### src/rtl/stream_decimate_axis_stall_detector_pkg.sv
// Shared types and constants for the AXI-Stream stall detector and its
// per-channel stall FSM.
package stream_decimate_axis_stall_detector_pkg;

  typedef enum logic [1:0] {
    RUN     = 2'd0,
    STALL   = 2'd1,
    BLOCKED = 2'd2
  } stall_state_e;

  localparam int CH_IN  = 0;
  localparam int CH_OUT = 1;
  localparam int NUM_CH = 2;

  // Event counter add that sticks at 255 instead of wrapping.
  function automatic logic [7:0] sat_add8(input logic [7:0] a, input logic [1:0] b);
    logic [8:0] sum;
    sum = {1'b0, a} + {7'd0, b};
    return sum[8] ? 8'hFF : sum[7:0];
  endfunction

endpackage

### src/rtl/stream_decimate_stall_chan.sv
// One channel's RUN/STALL/BLOCKED tracker with its consecutive-stall counter.
// The state register doubles as the debug view and the live block source.
module stream_decimate_stall_chan
  import stream_decimate_axis_stall_detector_pkg::*;
#(
  parameter int STALL_THRESH = 1024,
  parameter int CNT_W        = 16
) (
  input  logic             clk_i,
  input  logic             rst_ni,
  input  logic             stall_i,
  input  logic             idle_i,
  output stall_state_e     state_o,
  output logic [CNT_W-1:0] cnt_d_o,
  output logic             enter_o
);

  localparam logic [CNT_W-1:0] CNT_MAX   = '1;
  localparam logic [CNT_W-1:0] THRESH_M1 = CNT_W'(STALL_THRESH - 1);
  localparam logic [CNT_W-1:0] CNT_ONE   = CNT_W'(1);

  stall_state_e     state_q, state_d;
  logic [CNT_W-1:0] cnt_q, cnt_d;

  always_comb begin
    state_d = state_q;
    cnt_d   = cnt_q;
    if (idle_i) begin
      state_d = RUN;
      cnt_d   = '0;
    end else begin
      case (state_q)
        RUN: begin
          if (stall_i) begin
            state_d = STALL;
            cnt_d   = CNT_ONE;
          end else begin
            cnt_d = '0;
          end
        end
        STALL: begin
          if (!stall_i) begin
            state_d = RUN;
            cnt_d   = '0;
          end else begin
            if (cnt_q == THRESH_M1) state_d = BLOCKED;
            cnt_d = cnt_q + CNT_ONE;
          end
        end
        BLOCKED: begin
          if (!stall_i) begin
            state_d = RUN;
            cnt_d   = '0;
          end else if (cnt_q != CNT_MAX) begin
            cnt_d = cnt_q + CNT_ONE;
          end
        end
        default: begin
          state_d = RUN;
          cnt_d   = '0;
        end
      endcase
    end
  end

  always_ff @(posedge clk_i or negedge rst_ni) begin
    if (!rst_ni) begin
      state_q <= RUN;
      cnt_q   <= '0;
    end else begin
      state_q <= state_d;
      cnt_q   <= cnt_d;
    end
  end

  assign state_o = state_q;
  assign cnt_d_o = cnt_d;
  // Entry is only possible from STALL; idle suppresses it via state_d.
  assign enter_o = (state_q != BLOCKED) && (state_d == BLOCKED);

endmodule

### src/rtl/stream_decimate_axis_stall_detector.sv
// Passive stall/deadlock observer for the input and output AXI-Stream sides
// of a decimator: live block flags plus sticky, peak and event statistics.
module stream_decimate_axis_stall_detector
  import stream_decimate_axis_stall_detector_pkg::*;
#(
  parameter int STALL_THRESH = 1024,
  parameter int CNT_W        = 16
) (
  input  logic             clock,
  input  logic             reset,
  input  logic             s_tvalid,
  input  logic             s_tready,
  input  logic             m_tvalid,
  input  logic             m_tready,
  input  logic             inst_idle,
  input  logic             clear,
  output logic [1:0]       axis_block_sigs,
  output logic [1:0]       block_sticky,
  output logic [CNT_W-1:0] peak_stall,
  output logic [7:0]       event_count
);

  // Handshakes are only observed: a beat moves when tvalid & tready are both
  // high at a rising edge. The input side stalls when the consumer is ready
  // but no data is offered (starved); the output side stalls when data is
  // offered but the downstream is not ready (backpressured).
  logic [NUM_CH-1:0] stall;
  assign stall[CH_IN]  = s_tready & ~s_tvalid;
  assign stall[CH_OUT] = m_tvalid & ~m_tready;

  // Assert immediately, release two edges after reset returns high.
  logic [1:0] rst_sync_q;
  logic       rst_n;
  always_ff @(posedge clock or negedge reset) begin
    if (!reset) rst_sync_q <= 2'b00;
    else        rst_sync_q <= {rst_sync_q[0], 1'b1};
  end
  assign rst_n = rst_sync_q[1];

  stall_state_e      chan_state [NUM_CH];
  logic [CNT_W-1:0]  chan_cnt_d [NUM_CH];
  logic [NUM_CH-1:0] enter;

  for (genvar g = 0; g < NUM_CH; g++) begin : g_chan
    stream_decimate_stall_chan #(
      .STALL_THRESH (STALL_THRESH),
      .CNT_W        (CNT_W)
    ) u_chan (
      .clk_i   (clock),
      .rst_ni  (rst_n),
      .stall_i (stall[g]),
      .idle_i  (inst_idle),
      .state_o (chan_state[g]),
      .cnt_d_o (chan_cnt_d[g]),
      .enter_o (enter[g])
    );
    assign axis_block_sigs[g] = (chan_state[g] == BLOCKED);
  end

  logic [1:0]       sticky_q, sticky_d;
  logic [CNT_W-1:0] peak_q, peak_d, peak_max;
  logic [7:0]       event_q, event_d;

  // Peak tracks the post-update counters so it never trails a live run.
  always_comb begin
    peak_max = peak_q;
    for (int i = 0; i < NUM_CH; i++) begin
      if (chan_cnt_d[i] > peak_max) peak_max = chan_cnt_d[i];
    end
    if (clear) begin
      sticky_d = '0;
      peak_d   = '0;
      event_d  = '0;
    end else begin
      sticky_d = sticky_q | enter;
      peak_d   = peak_max;
      event_d  = sat_add8(event_q, 2'(enter[0]) + 2'(enter[1]));
    end
  end

  always_ff @(posedge clock or negedge rst_n) begin
    if (!rst_n) begin
      sticky_q <= '0;
      peak_q   <= '0;
      event_q  <= '0;
    end else begin
      sticky_q <= sticky_d;
      peak_q   <= peak_d;
      event_q  <= event_d;
    end
  end

  assign block_sticky = sticky_q;
  assign peak_stall   = peak_q;
  assign event_count  = event_q;

endmodule

### config.mk
export PLATFORM = sky130hd
export DESIGN_NAME = stream_decimate_axis_stall_detector
export DESIGN_NICKNAME = d
export VERILOG_FILES = /design/src/rtl/stream_decimate_axis_stall_detector_pkg.sv /design/src/rtl/stream_decimate_stall_chan.sv /design/src/rtl/stream_decimate_axis_stall_detector.sv
export SDC_FILE = /design/constraint.sdc
export NUM_CORES = 1
export LEC_CHECK = 0
export ABC_AREA = 1
export ABC_CLOCK_PERIOD_IN_PS = 2500
export CORE_MARGIN = 1
export CORE_UTILIZATION = 35
export DETAILED_ROUTE_END_ITERATION = 10
export HOLD_SLACK_MARGIN = 0.1
export PLACE_DENSITY = 0.61
export SETUP_SLACK_MARGIN = 0.05
export SLEW_MARGIN = 20
export SYNTH_ARGS = -nofsm -noshare
export SYNTH_HDL_FRONTEND = slang
export SYNTH_SLANG_ARGS = --single-unit
### constraint.sdc
create_clock -name clock -period 2.5 [get_ports clock]
set_input_delay 0.75 -clock clock [delete_from_list [all_inputs] [get_ports clock]]
set_output_delay 0.75 -clock clock [all_outputs]
set_load 0.005 [all_outputs]
# Yosys cells after proc, flatten, opt, wreduce, memory -nomap -nowiden
# Index checks and enable logic that the tools add are counted.
[word_totals]
register_bits = 64
latchBits = 0
mem_bits_rw = 0
romBits = 0
inputBits = 8
out_inout_bits = 28
wordCells = 65
memories = 0
[classes]
n_addsub = 4
mul = 0
div = 0
magnitude_cmp = 2
eq_ne = 12
n_shift = 0
n_mux = 30
bitwise_logic = 5
n_reduce_logical = 4
[op_table]
columns = ["cell", "count"]
rows = [
  ["two-way mux 16 bit", 11],
  ["case mux 16 bit (3 select lines)", 2],
  ["adder 16 x 1 -> 16 bit, second input constant", 2],
  ["equality test 16 x 10 -> 1 bit, second input constant", 2],
  ["greater-than comparator 16 bit", 2],
  ["!= test 16 bit, second input constant", 2],
  ["two-way mux 2 bit", 11],
  ["two-way mux 8 bit", 2],
  ["case mux 2 bit (3 select lines)", 2],
  ["adder 8 x 2 -> 9 bit", 1],
  ["equality test 2 bit, second input constant", 4],
  ["equality test 2 x 1 -> 1 bit, second input constant", 2],
  ["zero test 2 bit", 2],
  ["!= test 2 bit, second input constant", 2],
  ["adder 1 x 1 -> 2 bit", 1],
  ["bitwise AND 1 bit", 2],
  ["logical AND 1 bit", 2],
  ["two-way mux 1 bit", 2],
  ["NOT 1 bit", 2],
  ["OR 2 bit", 1],
]

# Longest topological paths before layout
# Gate-level depths: netlist (run 1).
[depth]
word_depth = 11
mapped_depth = 37

# Modules after synthesis
# A second synthesis (run 1) with hierarchy kept.
[hier_totals]
hier_cells = 718
area_unflattened_um2 = 5099.9
[by_module_without_submodules]
columns = ["mod", "n_inst", "cells_each", "area_each_um2", "seq_area_each_um2"]
rows = [
  ["stream_decimate_axis_stall_detector", 1, 368, 2597.5, 700.7],
  ["stream_decimate_stall_chan at g_chan[0].u_chan", 1, 176, 1310.0, 450.4],
  ["stream_decimate_stall_chan at g_chan[1].u_chan", 1, 174, 1192.4, 450.4],
]

# Least setup slack after synthesis (run 1)
# No wires, ideal clock.
[synth_timing]
path_type = "input port to flip-flop"
from = "in s_tready"
to = "reg peak_q[6], in the netlist peak_stall[6]"
setup_ns = 0.121
arrival_ns = 3.930
setup_slack_ns = -1.550
cell_stages = 25
n_path_buf = 1
cell_sequence = "inv_1 nor2_1 nand2_1 a21oi_4 inv_1 a21oi_1 ha_1 a21oi_1 o21ai_0 a21oi_1 nand2_1 nand2_1 buf_2 nand2_1 and2_1 ha_1 a21oi_1 o21a_1 nand2_1 nand2_1 nand2_1 nand2_1 clkinv_1 o21ai_0 nor2_1"
[synth_rtl]
columns = ["element", "line_no", "text"]
rows = [
  ["from (decl)", "stream_decimate_axis_stall_detector.sv:12", "input logic s_tready,"],
  ["to (signal assigned)", "stream_decimate_axis_stall_detector.sv:88", "peak_q <= peak_d;"],
  ["to (decl)", "stream_decimate_axis_stall_detector.sv:61", "logic [CNT_W-1:0] peak_q, peak_d, peak_max;"],
]

==> metrics.md, run 1 <==
| Metric | Value |
|---|---|
| Outcome | finished, violations left |
| Violated checks | setup timing |
| Vias in the first global route | 5593 |
| Syn Inst Count | 673 |
| Clk_lat worst skew | 0.34 ns |
| EDFF count, synth | 0 |
| Final Hold Vio Count | 0 |
| Cell Rows | 41 |
| Max Buffers Root-to-Sink | 2 |
| Residual DRC | 0 |
| GRT Total Usage | 24.4% |
| Slew HR | 52.7% |
| Synth Net Count | 717 |
| Largest net degree at the start of global routing | 34 |
| Kind of critical path | reg2reg |
| NumNets Final | 968 |
| Worst-Margin Slew | 0.709 ns |
| RSZ-0062 raised after global routing | yes |
| Clk sink count | 64 |
| FF+latch count, synth | 64 |
| Comb power frac | 69.6% |
| Die H | 118 um |
| R2r setup slk | -2.17 ns |
| Synth area leaders | dfrtp_1 34%, nand2_1 15%, ha_1 9.3% |
| Top fanout value on the critical path | 7 |
| Reg clk slew, reported paths | 0.06 ns |
| Synth cell types | 41 |
| Total CTS buffers | 9 |
| Crit path time final | 4.67 ns |
| Max_cap viols | 0 |
| Sequential share of the synthesized area | 34.1% |
| Global route total overflow | 0 |
| LEAKAGE | 4.12 nW |
| Die width | 118 um |
| Pwr per Cell Area | 1030 nW/um^2 |
| Fill cell count | 1013 |
| Root Driver | clkbuf_16 |
| P_int | 4.64 mW |
| Fin worst setup slack | -2.17 ns |
| Initial DRC Count | 350 |
| Total Die Area | 13900 sq um |
| Most frequent cells in the layout | 194 x buf_4, 158 x nand2_1, 82 x inv_1 |
| Ratio of cells with drive above 1 in the final layout | 43.6% |
| Dpl ws | -2.34 ns |
| Initial core utilization | 36.5% |
| Area Overhead vs Synth | 70.0% |
| Final antenna-violating net count | 0 |
| Fin crit share | 187% |
| Commonest non-fill, non-tap cell in the layout | buf_4 |
| Wire length per cell | 16.1 um |
| Critical Path Sink Type | flip-flop |
| Slowest-stage cell, CP | dfrtp_1 |
| I/O pins | 36 |
| CTS tree | built |
| H-tree level count | 3 |
| Final GP Congestion | 0.916 |
| Final Max Slew Viols | 0 |
| Predominant post-synthesis flop cell | dfrtp_1 |
| Psw | 3.56 mW |
| First-pass GRT wire length | 26900 um |
| Core area | 12900 sq um |
| Crit path DAT | 4.89 ns |
| CP Launch Type | flip-flop |
| Antenna violations before repair | 0 |
| Synth top area share | 34.1% |
| Crit path to | peak_stall[1] |
| Max incr delay on CP | 0.36 ns |
| CP required | 2.73 ns |
| Reg2Reg Launch Point | g_chan[0].u_chan.cnt_q[0] |
| Seq pwr share | 14.9% |
| Yosys warning total | 0 |
| Async set-reset flop share out of synthesis | 100% |
| Mean post-synth cell area | 6.98 sq um |
| Cell Area, Synth | 4700 sq um |
| Detailed placement HPWL | 11700 um |
| Reg-to-Reg End | peak_stall[1] |
| Sw Ratio | 43.5% |
| Hold Slack | 0.317 ns |
| Via density | 5.01 |
| Post-synth top area cell | dfrtp_1 |
| Setup crit start | g_chan[0].u_chan.cnt_q[0] |
| Final setup viols | 24 |
| DRT Wirelength | 17700 um |
| Layout Skew | 0.0103 ns |
| Clock power share | 15.5% |
| Area post-placement | 6660 sq um |
| Port Buffers | 35 |
| Via count | 5509 |
| Maximum vdd ir drop | 0.000719 V |
| Final instance area | 7990 sq um |
| Hold crit path type | reg2async |
| Pre-antenna DRT Iters | 9 |
| R2r worst-path depth | 31 |
| Antenna fix cells | 0 |
| Maximum clock rate | 214 MHz |
layer usage:
layer | global-route usage [%] | up-vias | wire length (um)
met3 | 3.68 | 53 | 1000
met4 | 8.57 | 0 | 575
met1 | 30.6 | 2597 | 7360
met5 | 0 | - | 0
li1 | - | 2641 | -
met2 | 42.4 | 218 | 8780
power groups by stage:
stage	Combinational (mW)	Sequential (mW)	Clock, mW
5_1_grt	6.09	1.23	1.32
2_1_floorplan	2.06	1.25	0
6_report	5.71	1.22	1.27
3_5_place_dp	3.12	1.24	0
3_3_place_gp	3.03	1.24	0
4_1_cts	4.59	1.22	1.27
sequential cells by signal, summed over array words and instances (netlist names):
register,flops
rst_sync_q,2
block_sticky,2
event_count,8
g_chan.u_chan.state_o,4
g_chan.u_chan.cnt_q,32
peak_stall,16
logic make-up (layout without fill, tap and decap cells):
kind of cell | Yosys count | in the layout | share of synthesized area, %
flip-flops | 64 | 64 | 34.1
other | 1 | 1 | 0.0798
AND/OR/NAND/NOR | 362 | 363 | 34.1
XOR/XNOR | 13 | 13 | 2.42
AO/OA/AOI/OAI | 81 | 81 | 10.1
adder cells (fa/ha/maj) | 36 | 36 | 9.74
buffers and inverters | 116 | 370 | 9.45
how the worst min path moves through the flow:
stage / depth (start not counted) / endpoint / start
5_1_grt: 0 / rst_sync_q[1] / rst_sync_q[0]
6_report: 0 / event_count[6] / rst_sync_q[1]
4_1_cts: 0 / event_count[7] / rst_sync_q[1]
3_5_place_dp: 0 / event_count[6] / rst_sync_q[1]
2_1_floorplan: 0 / rst_sync_q[1] / rst_sync_q[0]
3_3_place_gp: 0 / event_count[6] / rst_sync_q[1]
area by class of cell:
type	count	area, sq um	share of cell area, %
flip-flops and latches	64	1600	20.1
well taps	172	215	2.69
clock inverters	4	45.0	0.564
repair buffers	248	2090	26.1
clock buffers	11	243	3.04
inverters	107	422	5.28
multi-input cells	494	3370	42.2
stage by stage:
stage,setup TNS [ns],power (mW),cells,util [%]
final,-36.20,8.20,1100,62.0
after global routing,-40.06,8.65,1100,62.0
after CTS,-30.20,7.07,1092,59.1
after detailed placement,-46.26,4.36,1045,51.7
after global placement,-43.80,4.27,1045,51.7
after floorplan,-21.25,3.31,673,-
worst max-delay path, delay by kind of cell, from the launching register on:
kind	cells	cell delay [ns]
AOI/OAI and AO/OA	4	0.61
adders and majority gates	3	0.67
buffers and inverters	5	0.65
DFF	1	0.36
and+or+nand+nor	19	2.24
timing repair:
action | 4_1_cts | 5_1_grt
pin swaps | 36 | 48
endpoints found under the setup margin | 24 | 25
gates cloned | 3 | 1
hold buffers | 0 | 0
gates resized for setup | 112 | 66
buffers inserted | 29 | 7
synthesized netlist by cell type, drive strengths merged, types with 7 or more instances:
master	instances
nand2	199
inv	105
nor2	83
dfrtp	64
nand3	45
a21oi	41
ha	35
o21ai	26
nor3	16
xor2	10
buf	7
nand4	7
No activity file was read; power rests on OpenSTA's default activity.
==> inputs of run 2 (changes only) <==
- REMOVE_ABC_BUFFERS: not set -> 1
==> metrics.md, run 2 (same netlist as run 1, synthesis figures left out) <==
| Metric | Value |
|---|---|
| Core area | 12900 sq um (unchanged) |
| Kind of critical path | in2reg |
| Final TNS setup | -42.33 ns (-6.14 ns) |
| Dpl cells | 1055 (+0.96%) |
| Violated checks | setup timing |
| Dpl ws | -2.56 ns (-0.225 ns) |
| H-tree level count | 3 (unchanged) |
| CTS tree | built |
| Final antenna-violating net count | 0 (unchanged) |
| Final setup viols | 25 (+4.2%) |
| Final Max Slew Viols | 0 (unchanged) |
| RSZ-0062 raised after global routing | yes |
| Largest net degree at the start of global routing | 63 (+85%) |
| Via density | 5.34 (+6.6%) |
| Fin worst setup slack | -2.17 ns (-0.000810 ns) |
| Global route total overflow | 0 (unchanged) |
| Detailed placement HPWL | 11600 um (-0.90%) |
| Top fanout value on the critical path | 8 (+1) |
| Commonest non-fill, non-tap cell in the layout | buf_4 |
| Die width | 118 um (unchanged) |
| Maximum clock rate | 214 MHz (about the same) |
| Final GP Congestion | 0.911 (-0.55%) |
| Hold crit path type | reg2reg |
| Fin crit share | 187% (about the same) |
| CP required | 2.77 ns (+0.04 ns) |
| First-pass GRT wire length | 29200 um (+8.3%) |
| Final Hold Vio Count | 0 (unchanged) |
| Hold_buf cts | 0 (unchanged) |
| Slowest-stage cell, CP | dlygate4sd2_1 |
| CP most frequent cell | nand2_2 |
| Psw | 3.86 mW (+8.4%) |
| Antenna fix cells | 0 (unchanged) |
| Reg clk slew, reported paths | 0.06 ns (about the same) |
| Worst-Margin Slew | 0.841 ns (+0.132 ns) |
| Pwr per Cell Area | 1030 nW/um^2 (+0.52%) |
| Crit path DAT | 4.93 ns (+0.04 ns) |
| Seq pwr share | 14.0% (-0.9 points) |
| Via count | 6067 (+10%) |
| Largest register FFs | 32 (unchanged) |
| Initial DRC Count | 549 (+57%) |
| Vias in the first global route | 6002 (+7.3%) |
| Critical Path Sink Type | flip-flop |
| Crit path time final | 4.67 ns (+0.000810 ns) |
| GRT Total Usage | 26.6% (+2.2 points) |
| Maximum vdd ir drop | 0.000823 V (+14%) |
| Area Overhead vs Synth | 79.5% |
| Ratio of cells with drive above 1 in the final layout | 48.4% (+4.8 points) |
| Max incr delay on CP | 0.29 ns (-0.07 ns) |
| LEAKAGE | 4.28 nW (+4.0%) |
| Slew HR | 43.9% (-8.8 points) |
| Residual DRC | 0 (unchanged) |
| Final Power | 8.70 mW (+6.2%) |
| Layout Skew | 0.00851 ns (-0.00175 ns) |
| Outcome | finished, violations left |
| Die H | 118 um (unchanged) |
| Final instance area | 8440 sq um (+5.6%) |
| CP Launch Type | primary input |
| Antenna violations before repair | 0 (unchanged) |
| Most flops, register | g_chan.u_chan.cnt_q |
| Pre-antenna DRT Iters | 5 (-4) |
| NumNets Final | 1006 (+3.9%) |
| Area post-placement | 6620 sq um (-0.60%) |
| Total Die Area | 13900 sq um (unchanged) |
| Port Buffers | 35 (unchanged) |
| Comb power frac | 72.4% (+2.8 points) |
| Clock power share | 13.6% (-1.9 points) |
| Wire length per cell | 18.3 um (+14%) |
| DRT Wirelength | 20800 um (+17%) |
| Clk sink count | 64 (unchanged) |
| Max Buffers Root-to-Sink | 2 (unchanged) |
| Max_cap viols | 0 (unchanged) |
| Root Driver | clkbuf_16 |
| Initial core utilization | 36.5% (unchanged) |
| R2r worst-path depth | 33 (+6.5%) |
| Non-filler instance count after layout | 1136 (+3.3%) |
| Total CTS buffers | 9 (unchanged) |
| Clk_lat worst skew | 0.34 ns (about the same) |
| Most frequent cells in the layout | 231 x buf_4, 146 x nand2_1, 80 x inv_1 |
| Cell Rows | 41 (unchanged) |
| I/O pins | 36 (unchanged) |
| Hold path cells | 0 |
| Sw Ratio | 44.4% (+0.93 points) |
| Fill cell count | 911 (-10%) |
| P_int | 4.84 mW (+4.4%) |
## run 2: cell count changes in the layout (fill, tap and decap cells not counted), moves of 3 or more
cell and change:
nor2_4 +4, buf_6 -3, inv_2 +3, buf_12 +3, nand2_4 -4, buf_4 +37
nand2_1 -12, a21oi_4 +3, ha_1 -5, nand3_2 +4, nand2_2 +14, ha_4 +4
## run 2: timing repair
item | CTS | global route
resized for setup | 120 | 118
pin swaps | 43 | 68
buffers inserted | 50 | 14
endpoints found under the setup margin | 24 | 25
cloned | 4 | 1
## run 2: stage by stage
| step | util (%) | hold slack (ns) |
|---|---|---|
| final | 65.5 | 0.352 |
| after global placement | 51.4 | 0.341 |
| after CTS | 60.7 | 0.357 |
| after detailed placement | 51.4 | 0.346 |
| after floorplan | - | 0.331 |
| after global routing | 65.5 | 0.366 |
## run 2: final cells by class
type	count	area [sq um]	area share, %
clock buffers	12	256	3.04
repair inverters	1	6.26	0.0742
flip-flops and latches	64	1600	19.0
multi-input cells	493	3530	41.8
repair buffers	286	2420	28.7
clock inverters	1	5.00	0.0593
inverters	107	407	4.82
well taps	172	215	2.55
## run 2: worst paths after layout
kind                                           start                        end  slack, ns
min in group asynchronous              rst_sync_q[1]             peak_stall[12]       0.45
max reg2reg                g_chan[0].u_chan.cnt_q[1]              peak_stall[0]      -2.14
min reg2reg                            rst_sync_q[0]              rst_sync_q[1]       0.35
max in group asynchronous              rst_sync_q[1]  g_chan[0].u_chan.cnt_q[3]       1.51
min                                    rst_sync_q[0]              rst_sync_q[1]       0.35
max                                         s_tvalid              peak_stall[0]      -2.17
## run 2: metal layers
| layer | global-route usage (%) | share of wire [%] | vias up |
|---|---|---|---|
| li1 | - | - | 2710 |
| met1 | 33.1 | 39 | 2855 |
| met2 | 44.8 | 48 | 383 |
| met3 | 4.12 | 7.6 | 119 |
| met4 | 12.4 | 5.9 | 0 |
| met5 | 0 | 0 | - |
## run 2: worst max-delay path, delay by kind of cell
kind,cells,cell delay (ns)
buffers and inverters,8,1.26
and+or+nand+nor,20,2.13
AOI/OAI and AO/OA,2,0.32
adders and majority gates,2,0.40
## run 2: power by group through the flow
stage	registers (mW)	logic, mW	clock network [mW]
detailed placement	1.23	3.09	0
global route	1.23	6.67	1.23
CTS	1.21	4.50	1.16
finish	1.22	6.30	1.18
global placement	1.23	3.04	0
floorplan	1.25	1.78	0
